File: src/rtl/pipe_arb_pkg.sv
// pipe_arb_pkg -- shared definitions for the pipe_arbiter slice.
//
// Contents:
//   arbState_e  : arbiter control states (IDLE, RUN, DRAIN, DONE)
//   idWidth()   : width of a requester index, never less than one bit
//   STATS_WIDTH : width of the optional busy-cycle counter
//
// Optional feature macro used by the slice: PIPE_ARB_STATS_EN.

package pipe_arb_pkg;

  // Arbiter control states.
  typedef enum logic [1:0] {
    IDLE  = 2'd0,
    RUN   = 2'd1,
    DRAIN = 2'd2,
    DONE  = 2'd3
  } arbState_e;

  // Width of the busy-cycle statistics counter.
  localparam int STATS_WIDTH = 32;

  // Bits needed to name one of numReq requesters. A single-bit index is
  // kept even for tiny configurations so that RSP_ID is never zero width.
  function automatic int idWidth(input int numReq);
    if (numReq <= 2) begin
      return 1;
    end
    return $clog2(numReq);
  endfunction

endpackage

File: src/rtl/tag_delay.sv
// tag_delay -- fixed-length shift register that carries a small tag
// alongside the shared pipeline so the tag leaves exactly NUM_STAGES
// cycles after it entered.
//
// Ports:
//   clock_i : clock, all state on the rising edge
//   reset_i : asynchronous active-high reset, clears every stage
//   tag_i   : tag entering the delay line this cycle
//   tag_o   : tag that entered NUM_STAGES cycles ago
//
// Optional feature macro: none in this file (PIPE_ARB_STATS_EN is only
// used by the top level).

module tag_delay #(
  parameter int NUM_STAGES = 2,
  parameter int WIDTH      = 3
) (
  input  logic             clock_i,
  input  logic             reset_i,
  input  logic [WIDTH-1:0] tag_i,
  output logic [WIDTH-1:0] tag_o
);

  logic [WIDTH-1:0] stage_q [NUM_STAGES];

  // Shift every stage by one each cycle. Reset wipes all stages so that
  // tags belonging to transfers in flight at reset never reappear.
  always_ff @(posedge clock_i or posedge reset_i) begin
    if (reset_i) begin
      for (int i = 0; i < NUM_STAGES; i++) begin
        stage_q[i] <= '0;
      end
    end else begin
      stage_q[0] <= tag_i;
      for (int i = 1; i < NUM_STAGES; i++) begin
        stage_q[i] <= stage_q[i-1];
      end
    end
  end

  // The oldest stage is the tag aligned with the pipeline output.
  assign tag_o = stage_q[NUM_STAGES-1];

endmodule

File: src/rtl/pipe_arbiter.sv
// pipe_arbiter -- round-robin arbiter feeding one shared fixed-latency
// pipeline and routing each pipeline result back to its requester.
//
// Ports:
//   CLK        : clock, all state on the rising edge
//   RESET      : asynchronous active-high reset
//   REQ_VALID  : per-requester request valid
//   REQ_DATA   : request words, requester i at slice i
//   REQ_READY  : one-hot grant, transfer when REQ_VALID[i] & REQ_READY[i]
//   PIPE_DIN   : word driven into the shared pipeline (zero when idle)
//   PIPE_DOUT  : pipeline result, NUM_STAGES cycles after PIPE_DIN
//   RSP_VALID  : response valid (no backpressure)
//   RSP_ID     : requester owning RSP_DATA
//   RSP_DATA   : pipeline result passed through
//   FLUSH      : level request to stop granting and drain
//   FLUSH_DONE : one-cycle pulse once the drain has completed
//   BUSY_CNT   : transfer-cycle counter, only present when the macro
//                PIPE_ARB_STATS_EN is defined

module pipe_arbiter
  import pipe_arb_pkg::*;
#(
  parameter int NUM_REQ    = 4,
  parameter int DATA_WIDTH = 16,
  parameter int NUM_STAGES = 2
) (
  input  logic                          CLK,
  input  logic                          RESET,
  input  logic [NUM_REQ-1:0]            REQ_VALID,
  input  logic [NUM_REQ*DATA_WIDTH-1:0] REQ_DATA,
  output logic [NUM_REQ-1:0]            REQ_READY,
  output logic [DATA_WIDTH-1:0]         PIPE_DIN,
  input  logic [DATA_WIDTH-1:0]         PIPE_DOUT,
  output logic                          RSP_VALID,
  output logic [idWidth(NUM_REQ)-1:0]   RSP_ID,
  output logic [DATA_WIDTH-1:0]         RSP_DATA,
  input  logic                          FLUSH,
  output logic                          FLUSH_DONE
`ifdef PIPE_ARB_STATS_EN
  ,
  output logic [STATS_WIDTH-1:0]        BUSY_CNT
`endif
);

  localparam int IdW  = idWidth(NUM_REQ);
  localparam int CntW = $clog2(NUM_STAGES + 1);

  arbState_e         state_q, state_d;
  logic [IdW-1:0]    ptr_q, ptr_d;
  logic [CntW-1:0]   inflight_q, inflight_d;

  logic [NUM_REQ-1:0] grantVec;
  logic [IdW-1:0]     grantIdx;
  logic [IdW-1:0]     candIdx;
  logic               xfer;
  logic [IdW:0]       tagIn;
  logic [IdW:0]       tagOut;
  logic               rspValid;

  // Round-robin search, only while running. The search starts at ptr_q,
  // which always names the requester after the last one that actually
  // transferred. Since only valid requesters are picked, a grant is
  // always a completed transfer.
  always_comb begin
    grantVec = '0;
    grantIdx = '0;
    candIdx  = '0;
    xfer     = 1'b0;
    if (state_q == RUN) begin
      for (int k = 0; k < NUM_REQ; k++) begin
        candIdx = IdW'((int'(ptr_q) + k) % NUM_REQ);
        if (!xfer && REQ_VALID[candIdx]) begin
          xfer     = 1'b1;
          grantIdx = candIdx;
        end
      end
      if (xfer) begin
        grantVec[grantIdx] = 1'b1;
      end
    end
  end

  assign REQ_READY = grantVec;

  // Steer the granted word into the pipeline; zeros when nothing moves.
  always_comb begin
    PIPE_DIN = '0;
    for (int i = 0; i < NUM_REQ; i++) begin
      if (grantVec[i]) begin
        PIPE_DIN = REQ_DATA[i*DATA_WIDTH +: DATA_WIDTH];
      end
    end
  end

  // The {valid, id} tag travels beside the data so that the response
  // owner lines up with PIPE_DOUT. Idle cycles insert an all-zero tag,
  // which keeps RSP_ID at zero whenever RSP_VALID is low.
  assign tagIn = {xfer, grantIdx};

  tag_delay #(
    .NUM_STAGES (NUM_STAGES),
    .WIDTH      (IdW + 1)
  ) u_tagDelay (
    .clock_i (CLK),
    .reset_i (RESET),
    .tag_i   (tagIn),
    .tag_o   (tagOut)
  );

  assign rspValid  = tagOut[IdW];
  assign RSP_VALID = rspValid;
  assign RSP_ID    = tagOut[IdW-1:0];
  assign RSP_DATA  = PIPE_DOUT;

  // Pointer moves past the winner only when a word really moved; the
  // in-flight count tracks words inside the pipeline and nets out when a
  // transfer and a response happen in the same cycle.
  always_comb begin
    ptr_d = ptr_q;
    if (xfer) begin
      ptr_d = (grantIdx == IdW'(NUM_REQ - 1)) ? '0 : grantIdx + IdW'(1);
    end
    inflight_d = inflight_q;
    if (xfer && !rspValid) begin
      inflight_d = inflight_q + CntW'(1);
    end else if (!xfer && rspValid) begin
      inflight_d = inflight_q - CntW'(1);
    end
  end

  // Control FSM. FLUSH keeps an idle arbiter idle rather than starting
  // it. DRAIN looks at the next-cycle count so DONE follows the final
  // response by exactly one cycle.
  always_comb begin
    state_d    = state_q;
    FLUSH_DONE = 1'b0;
    case (state_q)
      IDLE: begin
        if (!FLUSH && (|REQ_VALID)) begin
          state_d = RUN;
        end
      end
      RUN: begin
        if (FLUSH) begin
          state_d = DRAIN;
        end else if (!(|REQ_VALID) && (inflight_q == '0)) begin
          state_d = IDLE;
        end
      end
      DRAIN: begin
        if (inflight_d == '0) begin
          state_d = DONE;
        end
      end
      DONE: begin
        FLUSH_DONE = 1'b1;
        state_d    = IDLE;
      end
      default: begin
        state_d = IDLE;
      end
    endcase
  end

  // Control registers: state, round-robin pointer and in-flight count
  // all clear together on reset.
  always_ff @(posedge CLK or posedge RESET) begin
    if (RESET) begin
      state_q    <= IDLE;
      ptr_q      <= '0;
      inflight_q <= '0;
    end else begin
      state_q    <= state_d;
      ptr_q      <= ptr_d;
      inflight_q <= inflight_d;
    end
  end

`ifdef PIPE_ARB_STATS_EN
  logic [STATS_WIDTH-1:0] busyCnt_q, busyCnt_d;

  // Busy-cycle counter: counts transfer cycles, holds at all-ones, and
  // is cleared as the arbiter passes through DONE.
  always_comb begin
    busyCnt_d = busyCnt_q;
    if (state_q == DONE) begin
      busyCnt_d = '0;
    end else if (xfer && (busyCnt_q != '1)) begin
      busyCnt_d = busyCnt_q + STATS_WIDTH'(1);
    end
  end

  // Busy-cycle counter register.
  always_ff @(posedge CLK or posedge RESET) begin
    if (RESET) begin
      busyCnt_q <= '0;
    end else begin
      busyCnt_q <= busyCnt_d;
    end
  end

  assign BUSY_CNT = busyCnt_q;
`else
  // Statistics disabled: no counter hardware in this build.
`endif

endmodule

File: config.mk
export PLATFORM = sky130hd
export DESIGN_NAME = pipe_arbiter
export DESIGN_NICKNAME = d
export VERILOG_FILES = /design/src/rtl/pipe_arb_pkg.sv /design/src/rtl/tag_delay.sv /design/src/rtl/pipe_arbiter.sv
export SDC_FILE = /design/constraint.sdc
export NUM_CORES = 1
export LEC_CHECK = 0
export BUFFER_PORTS_ARGS = -buffer_cell sky130_fd_sc_hd__buf_2
export CORE_MARGIN = 3
export CORE_UTILIZATION = 25
export DETAILED_ROUTE_END_ITERATION = 7
export GPL_ROUTABILITY_DRIVEN = 0
export PLACE_DENSITY_LB_ADDON = 0.08
export SYNTH_ARGS = -nofsm -noshare
export SYNTH_HDL_FRONTEND = slang
export SYNTH_SLANG_ARGS = --single-unit
File: constraint.sdc
create_clock -name CLK -period 2.7 [get_ports CLK]
set_input_delay 0.405 -clock CLK [delete_from_list [all_inputs] [get_ports CLK]]
set_output_delay 0.405 -clock CLK [all_outputs]
set_load 0.01 [all_outputs]
=== After elaboration in Yosys (flattened, before gate mapping) ===
Cells that the tools add are included.

* Add/sub/neg operators: 6
* $lt $le $gt $ge: 6
* Eq/ne operators: 7
* Muxes and demuxes: 40
* Reduce and logical (&&, ||, !) cells: 20

{| class="wikitable"
|+ Operators with widths
! kind !! count
|-
| $mux 16 || 4
|-
| $mux 2 || 13
|-
| $lt 2x3->1 const B || 5
|-
| $mux 1 || 15
|-
| $bmux 1 s2 || 4
|-
| $logic_and 1x1->1 || 8
|-
| $mux 4 || 2
|-
| $pmux 2 s4 || 1
|-
| $logic_not 1->1 || 7
|-
| $add 2x1->2 const B || 3
|-
| $eq 2x2->1 const B || 3
|-
| $logic_not 2->1 || 3
|-
| $add 2x2->2 const B || 2
|-
| $ne 2x2->1 const B || 2
|-
| $reduce_or 4->1 || 1
|-
| $ne 3x2->1 const B || 1
|-
| $reduce_and 3->1 || 1
|-
| $demux 1 s2 || 1
|-
| $eq 2x1->1 const B || 1
|-
| $ge 2x1->1 const B || 1
|-
| $sub 2x1->2 const B || 1
|}

* Bits in registers: 12
* Input bits: 87
* Output and inout port bits: 40
* Word-level logic and storage cells: 84

=== Longest topological paths before layout ===
* Word-level depth: 26
* Mapped depth: 9
* Gate-level depth less buffers: 6

=== Cells and area by module ===
Synthesis repeated with hierarchy kept, for this count alone.

* Cells, all modules: 164
* Area, all modules: 1,475.2 um^2

{| class="wikitable"
|+ Modules (own cells, without submodules)
! module !! times used !! cells an instance !! area an instance (um^2) !! seq. area each (um^2)
|-
| pipe_arbiter || 1 || 154 || 1,298.7 || 150.1
|-
| tag_delay || 1 || 10 || 176.4 || 150.1
|}

=== Worst setup path before layout ===
Ideal clock, no wire load.

* Kind: input-to-output
* Start: input REQ_VALID[1]
* End: output PIPE_DIN[0]
* Arrival: 1,810 ps
* Data required time: 2,295 ps
* Path slack: 485 ps
* Stages on the path: 7
* Path buffers: 2
* Path through: nor2b_1 > a211oi_2 > nor3_2 > buf_4 > buf_6 > mux2i_1 > a211oi_1

* Cells in the longest elaborated chain, start to end: 26
* Elaborated cells on any way between the ends: 38
* Classes of those cells: order compare: 2; mux: 29; reduce/logical: 7

{| class="wikitable"
|+ RTL lines
! item !! RTL line !! text
|-
| start, declared || pipe_arbiter.sv:29 || <nowiki>input logic [NUM_REQ-1:0] REQ_VALID,</nowiki>
|-
| $bmux 1 s2 || pipe_arbiter.sv:72 || <nowiki>if (!xfer && REQ_VALID[candIdx]) begin</nowiki>
|-
| $mux 1 (implied by the code) || pipe_arbiter.sv:72 ||
|-
| $mux 1 || pipe_arbiter.sv:72 ||
|-
| $mux 1 || pipe_arbiter.sv:69 || <nowiki>if (state_q == RUN) begin</nowiki>
|-
| $logic_not 1->1 || pipe_arbiter.sv:72 ||
|-
| $logic_and 1x1->1 || pipe_arbiter.sv:72 ||
|-
| $mux 1 || pipe_arbiter.sv:72 ||
|-
| $mux 1 || pipe_arbiter.sv:69 ||
|-
| (+8 left out) || - ||
|-
| $lt 2x3->1 (implied by the code) / $ge 2x1->1 (equally long branches) || pipe_arbiter.sv:78 || <nowiki>grantVec[grantIdx] = 1'b1;</nowiki>
|-
| $logic_and 1x1->1 (implied by the code) || pipe_arbiter.sv:78 ||
|-
| $mux 1 (implied by the code) || pipe_arbiter.sv:78 ||
|-
| $demux 1 s2 || pipe_arbiter.sv:78 ||
|-
| $mux 4 (*) || pipe_arbiter.sv:77 || <nowiki>if (xfer) begin</nowiki>
|-
| $mux 4 (*) || pipe_arbiter.sv:69 ||
|-
| $mux 16 (3 in series) || pipe_arbiter.sv:89 || <nowiki>if (grantVec[i]) begin</nowiki>
|-
| $mux 16 (*) || pipe_arbiter.sv:89 ||
|-
| end, declared || pipe_arbiter.sv:32 || <nowiki>output logic [DATA_WIDTH-1:0] PIPE_DIN,</nowiki>
|}

Every way passes the cells marked *; elsewhere a longest branch is shown, timed or not. The select of a mux whose other input is x is not followed.

=== Worst setup path in the final report ===
* Start: register ptr_q[1]
* End: output PIPE_DIN[11]

* Cells in the longest elaborated chain, start to end: 26
* Elaborated cells on any way between the ends: 41
* Classes of those cells: add/sub: 3; order compare: 2; mux: 29; reduce/logical: 7

{| class="wikitable"
|+ RTL lines
! item !! RTL line !! text
|-
| start, declared || pipe_arbiter.sv:49 || <nowiki>logic [IdW-1:0] ptr_q, ptr_d;</nowiki>
|-
| start signal, assigned || pipe_arbiter.sv:174 || <nowiki>ptr_q <= ptr_d;</nowiki>
|-
| $bmux 1 s2 || pipe_arbiter.sv:72 ||
|-
| $mux 1 (implied by the code) || pipe_arbiter.sv:72 ||
|-
| $mux 1 || pipe_arbiter.sv:72 ||
|-
| $mux 1 || pipe_arbiter.sv:69 ||
|-
| $logic_not 1->1 || pipe_arbiter.sv:72 ||
|-
| $logic_and 1x1->1 || pipe_arbiter.sv:72 ||
|-
| $mux 1 || pipe_arbiter.sv:72 ||
|-
| $mux 1 || pipe_arbiter.sv:69 ||
|-
| (+8 left out) || - ||
|-
| $lt 2x3->1 (implied by the code) / $ge 2x1->1 (equally long branches) || pipe_arbiter.sv:78 ||
|-
| $logic_and 1x1->1 (implied by the code) || pipe_arbiter.sv:78 ||
|-
| $mux 1 (implied by the code) || pipe_arbiter.sv:78 ||
|-
| $demux 1 s2 || pipe_arbiter.sv:78 ||
|-
| $mux 4 (*) || pipe_arbiter.sv:77 ||
|-
| $mux 4 (*) || pipe_arbiter.sv:69 ||
|-
| $mux 16 (3 in series) || pipe_arbiter.sv:89 ||
|-
| $mux 16 (*) || pipe_arbiter.sv:89 ||
|}

Marks and branches as above.

==> results.py <==
metrics = {
    "clocking": {
        "clkTransAtPathRegs_ns": 0.05,
        "ctsHtreeMaxLevel": 1,
        "cts_hold_repair.buffers": 0,
        "cts-root-buf": "clkbuf_8",
        "clockBufferDepth": 2,
        "cts_setup_buffers": 0,
        "clock_latency_ns": 0.23,
        "cts_tree": "built",
        "numCtsBuffers": 3,
        "cts_sinks": 12,
    },
    "grt": {
        "grt_use_met1_pct": 15.5,
        "grt_max_degree": 48,
        "busiest_layer": "met2",
        "grt.overflow.total": 0,
        "grt_use_met3_pct": 5.65,
        "first_global_vias": 1357,
        "grt_pass1_wl_um": 6690,
        "gr-usage-met2_pct": 21.3,
        "antenna_found_initial": 0,
        "grt.total_usage_pct": 12.7,
    },
    "synthesis": {
        "ys_seq_area_share_pct": 21.4,
        "netlist_top_cells_count": "buf_4, nand2_1, a211oi_1",
        "synth_top_cell_by_area": "dfrtp_1",
        "synth.area.top_cells": "dfrtp_1, buf_4, a211oi_1",
        "synth_edf_count": 0,
        "synth_top_family_by_area": "compound AO/OA/AOI/OAI gates",
        "synth_compound_area_share_pct": 29.3,
        "syn-num-nets": 255,
        "yosys_register_bits": 12,
        "syn_area_sq_um": 1410,
        "yosysWarnings": 0,
        "synth_mux_area_share_pct": 7.12,
        "synth_ff_type": "dfrtp_1",
        "synth_xor_xnor_area_share_pct": 1.87,
        "yosysTopAreaCellShare_pct": 21.4,
        "synth_most_common_cell": "buf_4",
        "synth_fa_ha_area_share_pct": 0.890,
        "ys_types": 38,
        "synth_cells": 167,
        "syn_area_per_cell_sq_um": 8.42,
        "ys_async_sr_fraction_pct": 100,
        "synth-simple-area-share_pct": 21.7,
    },
    "worst_setup_path": {
        "cp_max_fo": 28,
        "crit_path_end_kind": "output pin",
        "worstSetupPathType": "flip-flop to output pin",
        "path_cells": "and2_1 -> o21a_1 -> buf_4 -> nor3_4 -> buf_12 -> mux2i_1 -> a211oi_2 -> buf_2",
        "timing.rr.start": "ptr_q[1]",
        "worstReg2RegEnd": "ptr_q[0]",
        "cp_slowest_cell": "dfrtp_2",
        "start_kind": "flip-flop",
        "reg2regPathDepth": 8,
        "critPathRequiredTime_ns": 2.30,
        "r2r_setup_slack_ns": 0.99,
        "critPathArrivalTime_ns": 2.13,
        "worst_path_largest_cell_delay_ns": 0.46,
    },
    "power": {
        "ir_worst_vdd_uv": 228,
        "p_leak_nw": 0.919,
        "clkPwrFrac_pct": 9.0,
        "power.density_nw_per_um2": 910,
        "p_comb_share_pct": 71.1,
        "p_switching_w": 0.000825,
        "swShare_pct": 47.9,
        "finalPower_w": 0.00172,
        "internal_power_w": 0.000897,
        "p_seq_share_pct": 20.0,
    },
    "sta": {
        "rsz0062_at_grt": "no",
        "period_share_pct": 93.9,
        "drv_slew": 0,
        "fmax_mhz": 395,
        "setup_tns_ns": 0,
        "hold_viol": 0,
        "setup_violations": 0,
        "layout_min_cycle_time_ns": 2.53,
        "tightest_slew_ns": 0.468,
        "relSlewSlack_pct": 68.8,
        "skew_ns": 0.000447,
        "hold_ws_ns": 0.179,
    },
    "detailed_routing": {
        "remaining_drc_errors": 0,
        "antenna_left": 0,
        "drt_iter0_drc": 61,
        "drt-total-wl_um": 4290,
        "wl_per_cell_um": 13.9,
        "drtPass1Iterations": 5,
        "via_count": 1468,
        "avgViaCountPerCell": 4.77,
    },
    "layout": {
        "layout.cells.non_filler": 308,
        "area_growth_pct": 34.5,
        "nets": 328,
        "num-fill-cells": 597,
        "diodes": 0,
        "drive_above_1_share_pct": 52.5,
    },
    "floorplanning": {
        "ios": 127,
        "coreArea_sq_um": 5270,
        "fp-row-count": 26,
        "fp.dieW_um": 81,
        "die_area_sq_um": 6560,
        "initial_core_util_pct": 26.7,
        "die_h_um": 81,
    },
    "outcome": {
        "outcome": "completed",
    },
    "hold_path": {
        "hold_path_class": "primary input to async pin",
    },
    "placement": {
        "dp_cells": 305,
        "io_buffers": 94,
        "dp_hpwl_um": 3500,
    },
    "job": {
        "maxCapViolCount": 0,
    },
}
flip-flops by register name (all words and copies together), names as in the netlist, named ones only:
signal and cells:
u_tagDelay.tag_o 3, ptr_q 2, state_q 1, inflight_q 2
u_tagDelay.stage_q 3
how the worst max path moves through the flow:
| stage | startpoint | end | slack, ns | depth (start not counted) |
|---|---|---|---|---|
| floorplan | REQ_VALID[1] | PIPE_DIN[0] | 0.49 | 7 |
| global placement | REQ_VALID[0] | PIPE_DIN[11] | 0.14 | 8 |
| detailed placement | REQ_VALID[0] | PIPE_DIN[11] | 0.14 | 8 |
| CTS | ptr_q[1] | PIPE_DIN[11] | 0.06 | 8 |
| global route | ptr_q[1] | PIPE_DIN[13] | 0.03 | 8 |
| finish | ptr_q[1] | PIPE_DIN[11] | 0.17 | 8 |
cell type report:
| class | count | area [sq um] | share of cell area [%] |
|---|---|---|---|
| clock buffers | 3 | 41.3 | 2.18 |
| inverters | 7 | 26.3 | 1.39 |
| multi-input cells | 116 | 882 | 46.6 |
| flip-flops and latches | 12 | 302 | 15.9 |
| well taps | 70 | 87.6 | 4.63 |
| repair buffers | 100 | 553 | 29.2 |
power by group through the flow:
stage | Sequential, W | Clock (W) | Combinational, W
after global routing | 0.000359 | 0.000177 | 0.00136
after floorplan | 0.000323 | 0 | 0.000920
final | 0.000344 | 0.000154 | 0.00122
after global placement | 0.000342 | 0 | 0.00124
after detailed placement | 0.000343 | 0 | 0.00123
after CTS | 0.000342 | 0.000162 | 0.00124
metrics by stage:
stage	cell area, sq um	setup WS, ns	utilization [%]
6_report	1890	0.165	35.9
5_1_grt	1890	0.0289	35.9
4_1_cts	1880	0.0608	35.6
3_5_place_dp	1830	0.141	34.8
3_3_place_gp	1830	0.139	34.8
2_1_floorplan	1410	0.485	-
what timing repair did:
action                                  in CTS  in global routing
endpoints found under the setup margin       7                  3
hold endpoints to repair                     0                  0
gates resized for setup                      1                  4
worst max-delay path, delay by kind of cell (launching register included):
| family | cells | cell delay, ns |
|---|---|---|
| buf+inv | 3 | 0.54 |
| flops | 1 | 0.46 |
| compound gates | 2 | 0.45 |
| simple gates | 2 | 0.32 |
| mux | 1 | 0.11 |
kinds of logic after synthesis:
kind of cell | count (synthesis)
fa+ha+maj | 1
compound gates | 45
simple gates | 57
buf+inv | 39
flops | 12
mux | 10
xor+xnor | 3
layer usage:
metal | part of all wire, % | up-vias
met5 | 0 | -
met2 | 49 | 74
met1 | 39 | 646
met3 | 12 | 2
met4 | 0.30 | 0
li1 | - | 746
cell usage in the layout, fill, tap and decap left out, types with 2 or more instances in the layout:
cell type and count:
buf_2 94, nand2_1 16, a211oi_1 13, nor3_1 12
dfrtp_1 11, mux2i_1 10, o31ai_2 9, nor2_1 7
inv_1 6, nor4b_1 6, a211oi_2 5, nor2b_1 4
a311oi_1 4, xnor2_1 3, o31ai_1 3, clkbuf_8 3
buf_12 3, buf_4 3, and2_1 2, nand2b_1 2
a311oi_2 2, o21ai_0 2
No activity file was read; power rests on OpenSTA's default activity.
